`src/rtl/input_decoder_pkg.sv`:
```
// Shared definitions for the puzzle-input range decoder.
//   - default widths for decoded bounds and inbound bytes
//   - ASCII codes recognised by the line grammar "LO-HI\n"
//   - parser FSM state encoding
package input_decoder_pkg;

  localparam int RANGE_WIDTH_DEF = 49;
  localparam int BYTE_WIDTH_DEF  = 8;

  localparam logic [7:0] CHAR_0    = 8'h30;
  localparam logic [7:0] CHAR_9    = 8'h39;
  localparam logic [7:0] CHAR_DASH = 8'h2D;
  localparam logic [7:0] CHAR_LF   = 8'h0A;
  localparam logic [7:0] CHAR_CR   = 8'h0D;

  // S_LO: accumulating lower bound, S_HI: upper bound, S_DONE: range section over
  typedef enum logic [1:0] {
    S_LO   = 2'd0,
    S_HI   = 2'd1,
    S_DONE = 2'd2
  } state_t;

endpackage

```
`src/rtl/input_decoder_dec_accumulator.sv`:
```
// Decimal accumulator: acc <= acc*10 + digit on each digit strobe.
// Ports:
//   clk, rst_n    clock, asynchronous active-low reset
//   clear         zero the accumulator (wins over digit_strobe)
//   digit_strobe  fold digit into the accumulator
//   digit         binary value 0..9 of the decimal digit
//   acc           current accumulated value, modulo 2^RANGE_WIDTH
module dec_accumulator #(
  parameter int RANGE_WIDTH = 49
) (
  input  logic                   clk,
  input  logic                   rst_n,
  input  logic                   clear,
  input  logic                   digit_strobe,
  input  logic [3:0]             digit,
  output logic [RANGE_WIDTH-1:0] acc
);

  logic [RANGE_WIDTH-1:0] acc_times10;

  // x*10 as two shifts and an add; overflow bits simply fall off the top
  assign acc_times10 = (acc << 3) + (acc << 1);

  always_ff @(posedge clk or negedge rst_n) begin
    if (!rst_n) begin
      acc <= '0;
    end else if (clear) begin
      acc <= '0;
    end else if (digit_strobe) begin
      acc <= acc_times10 + RANGE_WIDTH'(digit);
    end
  end

endmodule

```
`src/rtl/input_decoder.sv`:
```
// Parses an ASCII stream of "LO-HI" lines into a sequence of bounds.
// A blank line (only CRs allowed before its LF) ends the range section.
// Ports:
//   clk, rst_n     clock, asynchronous active-low reset
//   inbound_valid  byte strobe; inbound_byte is consumed in every cycle it is
//                  high. There is no ready: the decoder accepts one byte per
//                  cycle unconditionally, and range_valid is a one-cycle pulse
//                  that the consumer must take when it appears.
//   inbound_byte   ASCII character
//   end_of_file    sticky, set the cycle after the blank-line LF
//   range_valid    one-cycle pulse, range_data carries one bound (LO then HI)
//   range_data     last emitted bound, held between pulses
module input_decoder
  import input_decoder_pkg::*;
#(
  parameter int RANGE_WIDTH = RANGE_WIDTH_DEF,
  parameter int BYTE_WIDTH  = BYTE_WIDTH_DEF
) (
  input  logic                   clk,
  input  logic                   rst_n,
  input  logic                   inbound_valid,
  input  logic [BYTE_WIDTH-1:0]  inbound_byte,
  output logic                   end_of_file,
  output logic                   range_valid,
  output logic [RANGE_WIDTH-1:0] range_data
);

  state_t                 state, state_n;
  logic                   digit_seen, digit_seen_n;
  logic                   line_blank, line_blank_n;
  logic                   acc_clear, acc_strobe, emit, eof_set;
  logic [RANGE_WIDTH-1:0] acc;

  logic is_digit, is_dash, is_lf, is_cr;

  assign is_digit = (inbound_byte >= BYTE_WIDTH'(CHAR_0)) &&
                    (inbound_byte <= BYTE_WIDTH'(CHAR_9));
  assign is_dash  = (inbound_byte == BYTE_WIDTH'(CHAR_DASH));
  assign is_lf    = (inbound_byte == BYTE_WIDTH'(CHAR_LF));
  assign is_cr    = (inbound_byte == BYTE_WIDTH'(CHAR_CR));

  dec_accumulator #(
    .RANGE_WIDTH (RANGE_WIDTH)
  ) u_acc (
    .clk          (clk),
    .rst_n        (rst_n),
    .clear        (acc_clear),
    .digit_strobe (acc_strobe),
    .digit        (inbound_byte[3:0]),
    .acc          (acc)
  );

  always_ff @(posedge clk or negedge rst_n) begin
    if (!rst_n) begin
      state       <= S_LO;
      digit_seen  <= 1'b0;
      line_blank  <= 1'b1;
      range_valid <= 1'b0;
      range_data  <= '0;
      end_of_file <= 1'b0;
    end else begin
      state       <= state_n;
      digit_seen  <= digit_seen_n;
      line_blank  <= line_blank_n;
      range_valid <= emit;
      // acc is cleared in the same cycle, so capture its pre-clear value here
      if (emit) begin
        range_data <= acc;
      end
      if (eof_set) begin
        end_of_file <= 1'b1;
      end
    end
  end

  always_comb begin
    state_n      = state;
    digit_seen_n = digit_seen;
    line_blank_n = line_blank;
    acc_clear    = 1'b0;
    acc_strobe   = 1'b0;
    emit         = 1'b0;
    eof_set      = 1'b0;

    if (inbound_valid) begin
      case (state)
        S_LO: begin
          if (is_digit) begin
            acc_strobe   = 1'b1;
            digit_seen_n = 1'b1;
            line_blank_n = 1'b0;
          end else if (is_dash) begin
            line_blank_n = 1'b0;
            if (digit_seen) begin
              emit         = 1'b1;
              acc_clear    = 1'b1;
              digit_seen_n = 1'b0;
              state_n      = S_HI;
            end
          end else if (is_lf) begin
            if (line_blank) begin
              eof_set = 1'b1;
              state_n = S_DONE;
            end else begin
              // malformed line without '-': drop whatever was gathered
              acc_clear    = 1'b1;
              digit_seen_n = 1'b0;
              line_blank_n = 1'b1;
            end
          end else if (!is_cr) begin
            // junk is ignored but still means the line is not blank
            line_blank_n = 1'b0;
          end
        end
        S_HI: begin
          if (is_digit) begin
            acc_strobe   = 1'b1;
            digit_seen_n = 1'b1;
          end else if (is_lf) begin
            emit         = digit_seen;
            acc_clear    = 1'b1;
            digit_seen_n = 1'b0;
            line_blank_n = 1'b1;
            state_n      = S_LO;
          end
        end
        default: begin
          // S_DONE is terminal until reset
        end
      endcase
    end
  end

endmodule

```
`config.mk`:
```
export PLATFORM = sky130hd
export DESIGN_NAME = input_decoder
export DESIGN_NICKNAME = d
export VERILOG_FILES = /design/src/rtl/input_decoder_pkg.sv /design/src/rtl/input_decoder_dec_accumulator.sv /design/src/rtl/input_decoder.sv
export SDC_FILE = /design/constraint.sdc
export NUM_CORES = 1
export LEC_CHECK = 0
export ABC_CLOCK_PERIOD_IN_PS = 3500
export BUFFER_PORTS_ARGS = -buffer_cell sky130_fd_sc_hd__buf_2
export CORE_MARGIN = 3
export CORE_UTILIZATION = 40
export CTS_BUF_LIST = sky130_fd_sc_hd__clkbuf_16
export DETAILED_ROUTE_END_ITERATION = 10
export SKIP_LAST_GASP = 1
export SLEW_MARGIN = 10
export SYNTH_ARGS = -nofsm -noshare
export SYNTH_HDL_FRONTEND = slang
export SYNTH_HIERARCHICAL = 1
export SYNTH_SLANG_ARGS = --single-unit
```
`constraint.sdc`:
```
create_clock -name clk -period 3.5 [get_ports clk]
set_input_delay 0.7 -clock clk [delete_from_list [all_inputs] [get_ports clk]]
set_output_delay 0.7 -clock clk [all_outputs]
set_load 0.02 [all_outputs]
```
Yosys cells after proc, flatten, opt, wreduce, memory -nomap -nowiden. Index checks and enable logic that the tools add are counted.

Multiplexer cells: 48. Reductions and logical operators: 8. Equality and inequality tests: 14. Add/sub/neg operators: 2. Order comparisons: 2.

Operators by type and width (number): $mux 49 (2); $add 49x4->49 (1); $add 49x49->49 (1); $mux 1 (34); $eq 8x4->1 const B (2); $mux 2 (7); $ne 3x3->1 const B (4); $reduce_and 5->1 (2); $eq 8x6->1 const B (1); $ge 8x6->1 const B (1); $le 8x6->1 const B (1); $ne 4x4->1 const B (2); $pmux 1 s2 (4); $reduce_and 8->1 (1); $ne 2x2->1 const B (3); $ne 5x5->1 const B (1); $pmux 2 s2 (1); $reduce_bool 2->1 (2); $eq 2x1->1 const B (1); $logic_not 2->1 (1); $reduce_or 2->1 (1); $logic_and 1x1->1 (1).

Logic and storage cells: 81. Output and inout bits: 51. Register bits after elaboration: 104. Input port bits: 11.

Longest topological paths before layout.
Word-level depth: 7. Depth in mapped cells: 12. Mapped depth without buffers: 12.

Hierarchy. The synthesis kept the hierarchy.

Modules (own cells, without submodules): dec_accumulator (sequential area each 1226.2 um2, cells each 628, instances 1, area an instance 5372.7 um2); input_decoder (sequential area each 1377.6 um2, cells each 146, instances 1, area an instance 2289.7 um2).

Worst setup path after synthesis. Ideal clock, no wire load.

Path type: input to register. Start: input inbound_byte[3]. End: register u_acc.acc[40]. Arrival: 3417 ps. Buffers on the path: 0. Data required time: 3378 ps. Stages: 12. Library setup time: 122 ps. Slack: -39 ps. Path through: inv_1 > fa_1 > inv_1 > fa_1 > a21oi_1 > o211ai_1 > a21oi_2 > o21ai_1 > a2111oi_4 > nor4_1 > or3_1 > a32o_1.

Longest elaborated chain between the ends: 7. Elaborated cells on any way between the ends: 19. Those cells by class: add/sub: 1; order compare: 2; eq/ne: 2; mux: 12; reduce/logical: 2.

Ends and longest elaborated chain: start: declaration (RTL line input_decoder.sv:22) `input logic [BYTE_WIDTH-1:0] inbound_byte,`; branches (longest 7 deep; another with $add 49x4->49); end signal: assignment (RTL line input_decoder_dec_accumulator.sv:30) `acc <= acc_times10 + RANGE_WIDTH'(digit);`; end: declaration (RTL line input_decoder_dec_accumulator.sv:16) `output logic [RANGE_WIDTH-1:0] acc`.

Parallel ways; which one is timed is not known. The select of a mux whose other input is x is not followed. A chain may end at the register's enable or synchronous reset.

Worst setup path after layout.
Start: register u_acc.acc[0]. End: register u_acc.acc[45].

Longest elaborated chain between the ends: 4.

Ends and longest elaborated chain: $add 49x49->49 (RTL line input_decoder_dec_accumulator.sv:22) `assign acc_times10 = (acc << 3) + (acc << 1);`; $add 49x4->49 (RTL line input_decoder_dec_accumulator.sv:30); $mux 49 (RTL line input_decoder_dec_accumulator.sv:29) `end else if (digit_strobe) begin`; $mux 49 (RTL line input_decoder_dec_accumulator.sv:27) `end else if (clear) begin`.

Every way passes these cells. The select of a mux whose other input is x is not followed.

==> metrics.md <==
| Metric | Value |
|---|---|
| Hold crit path type | `in -> async` |
| Final Slew Violations | `0` |
| Routed len/inst | `17.5 um` |
| Longest Clk Path Bufs | `2` |
| Most common cell after layout, fill and taps aside | `dfrtp_1` |
| Startpoint Class | `register` |
| Worst slew margin | `0.577` |
| Total track usage | `0.185` |
| Final Hold Viols | `0` |
| Crit. End Element | `register` |
| Syn_nets | `between 800 and 900` |
| Initial antenna violation count | `0` |
| CP max-delay cell | `fa_1` |
| Worst Setup Path Type | `reg -> reg` |
| Largest net degree at the start of global routing | `50` |
| Max incr delay on CP | `~0.52 ns` |
| Part of the power in registers | `0.362` |
| Ys async rst share | `1.00` |
| Die H | `approximately 140 um` |
| Final WL | `18800 um` |
| Drt drc | `0` |
| NumNets Final | `949` |
| Clock slew at reported path FFs | `approximately 0.080 ns` |
| Leading area contributor after synthesis | `dfrtp_1` |
| Avg Cell Area, Syn | `9.90 sq um` |
| Fmax | `299 MHz` |
| Rows | `49` |
| Internal power | `0.00252 W` |
| Clk pwr share | `0.245` |
| IO Count | `62` |
| Antenna Cells | `0` |
| Pleak | `between 4 and 5 nW` |
| Post-synth EDFFs | `0` |
| Htree depth | `3` |
| Synth Cell Area | `about 0.0077 sq mm` |
| Die Area | `~0.021 sq mm` |
| Area Growth Syn to Fin | `12.9%` |
| Sequential cell area fraction in the yosys report | `0.340` |
| First-pass GRT wire length | `slightly above 30000 um` |
| Total core area | `around 0.018 sq mm` |
| Seq cells post-synth | `104` |
| Sw power | `around 0.0016 W` |
| Root buffer cell | `clkbuf_16` |
| Synth cell types | `77` |
| Drt first pass iters | `5` |
| Tmin final | `roughly 3.3 ns` |
| Port bufs | `61` |
| Most frequent cells in the layout | `103 x dfrtp_1, 92 x ha_1, 61 x a21oi_1` |
| RSZ-0062 raised after global routing | `no` |
| Total negative slack | `0 ns` |
| Logic gate share of total power | `0.394` |
| YS warnings | `6` |
| Initial core utilization | `0.417` |
| RD Place Congestion | `0.902` |
| Worst Path Arrival | `~3.6 ns` |
| Reg2Reg Setup Slack | `roughly 0.15 ns` |
| Vias in the first global route | `between 5000 and 6000` |
| Primary FF master, synth | `dfrtp_1` |
| Status | `finished clean` |
| Net Sw Frac | `0.388` |
| MaxCap Viol Count | `0` |
| Num CTS Buffers | `9` |
| Placement Setup Slack | `-0.187 ns` |
| Layout cells sized above 1 | `0.213` |
| DP HPWL | `~14000 um` |
| Final worst clock skew | `between 0.01 and 0.015 ns` |
| Cell Chain, Critical Path | `inv_1 > fa_1 > inv_1 > buf_4 > ha_1 > a211oi_1 > o21a_1 > nor4_1 > o211ai_1 > a21oi_1 > o211ai_1 > a21bo_1 > a32o_1` |
| CTS sink cnt | `roughly 100` |
| Slew @ Worst Pin | `0.635 ns` |
| Clock latency on the worst-skew pair | `between 0.3 and 0.4 ns` |
| Iter 0 DRT Violations | `~380` |
| Chip width | `approximately 140 um` |
| Cells after Synth | `approximately 770` |
| Total gr overflow | `0` |
| Power per standard cell area | `475 mW/mm^2` |
| Final WS setup | `between 0.15 and 0.2 ns` |
| Final number of setup-violating endpoints | `0` |
| Vias per inst | `around 5.6` |
| Peak fanout along the critical path | `4` |
| Worst vdd ir | `around 240 uV` |
| CTS tree | `built` |
| Vias | `a little over 6000` |
| Post-route clock period utilization | `0.957` |
| Synth top area share | `0.336` |
| Synth area leaders | `dfrtp_1 34%, ha_1 15%, mux2_2 5.7%, a21oi_1 4.0%, mux2i_1 3.1%` |
| WP data required | `3.75 ns` |
| Antenna-violating nets left | `0` |
| Cts hold-fix bufs | `0` |
-- Yosys cell counts (3+ instances only) --
library cell and instances:
a221oi_1 3, a22o_1 8, xnor2_1 20, o21bai_1 12
mux2i_1 24, nor4_1 4, nand2b_1 6, and2_1 7
a21oi_2 5, nand2_1 51, mux2_4 9, or3_1 5
ha_1 92, buf_4 4, mux2_2 39, a41o_1 3
a32o_1 6, nand3_1 11, dfrtp_1 103, o21a_1 6
a211o_1 4, nand3b_1 8, o21ai_1 5, o211ai_1 10
xor2_1 14, and3_1 4, inv_1 21, a211oi_1 4
clkbuf_1 23, a21oi_1 62, a21o_1 25, nor3_1 7
nor2b_1 5, o31ai_1 3, nand4_1 16, nor2_1 61
o21ai_0 30
-- through the flow --
step	hold slack, ns	power, W	utilization	instance area (sq um)	std cells
2_1_floorplan	0.404	0.00264	-	7670	774
3_3_place_gp	0.446	0.00308	0.452	8320	1057
3_5_place_dp	0.459	0.00311	0.452	8320	1057
4_1_cts	0.377	0.00413	0.468	8600	1073
5_1_grt	0.407	0.00441	0.470	8650	1078
6_report	0.352	0.00411	0.470	8650	1078
-- kinds of logic after synthesis --
| kind of cell | synth area share |
|---|---|
| compound gates | 0.193 |
| xor+xnor | 0.0389 |
| fa+ha+maj | 0.155 |
| buf+inv | 0.0314 |
| flops | 0.340 |
| mux | 0.108 |
| simple gates | 0.134 |
-- per-layer routing --
| layer | GRT usage | up-vias | routed length, um |
|---|---|---|---|
| li1 | - | 3014 | - |
| met1 | 0.270 | 2932 | 9380 |
| met2 | 0.287 | 119 | 8520 |
| met3 | 0.0281 | 20 | 615 |
| met4 | 0.0486 | 0 | 295 |
| met5 | 0 | - | 0 |
-- power groups by stage --
stage,logic (W),clock network [W],registers (W)
finish,0.00162,0.00101,0.00149
global route,0.00181,0.00108,0.00151
floorplan,0.00118,0,0.00146
detailed placement,0.00159,0,0.00151
CTS,0.00160,0.00104,0.00149
global placement,0.00157,0,0.00151
-- worst max-delay path: cells and delay by family, from the launching register on --
kind                     cells  cell delay [ns]
adder cells (fa/ha/maj)      2             0.80
AO/OA/AOI/OAI                7             1.39
AND/OR/NAND/NOR              1             0.38
buffers and inverters        3             0.28
flip-flops                   1             0.38
-- state kept, by name (all words and copies together), names as in the netlist --
name / flops
range_data: 49
end_of_file: 1
line_blank: 1
range_valid: 1
state: 2
u_acc/acc: 49
digit_seen: 1
-- worst paths after layout --
| check | from | endpoint | cells after the start |
|---|---|---|---|
| max in group asynchronous | rst_n | u_acc/acc[40]$_DFFE_PN0P_ | 2 |
| worst min register to register | end_of_file$_DFFE_PN0P_ | end_of_file$_DFFE_PN0P_ | 1 |
| min in group clk | end_of_file$_DFFE_PN0P_ | end_of_file$_DFFE_PN0P_ | 1 |
| worst max-delay path | u_acc/acc[0]$_DFFE_PN0P_ | u_acc/acc[45]$_DFFE_PN0P_ | 13 |
| worst max register to register | u_acc/acc[0]$_DFFE_PN0P_ | u_acc/acc[45]$_DFFE_PN0P_ | 13 |
| worst min-delay path | rst_n | u_acc/acc[20]$_DFFE_PN0P_ | 1 |
-- timing repair --
action,in CTS,in global routing
setup endpoints to repair,0,12
resized for setup,0,2
setup buffers,0,5
-- area by class of cell --
class | count | area, sq um
Timing Repair Buffer | 91 | 546
Fill cell | 1769 | 9740
Tap cell | 229 | 287
Sequential cell | 104 | 2600
Inverter | 21 | 78.8
Clock inverter | 7 | 58.8
Multi-Input combinational cell | 617 | 4850
Clock buffer | 9 | 225
Note: power is estimated with default switching activity, not from simulation.
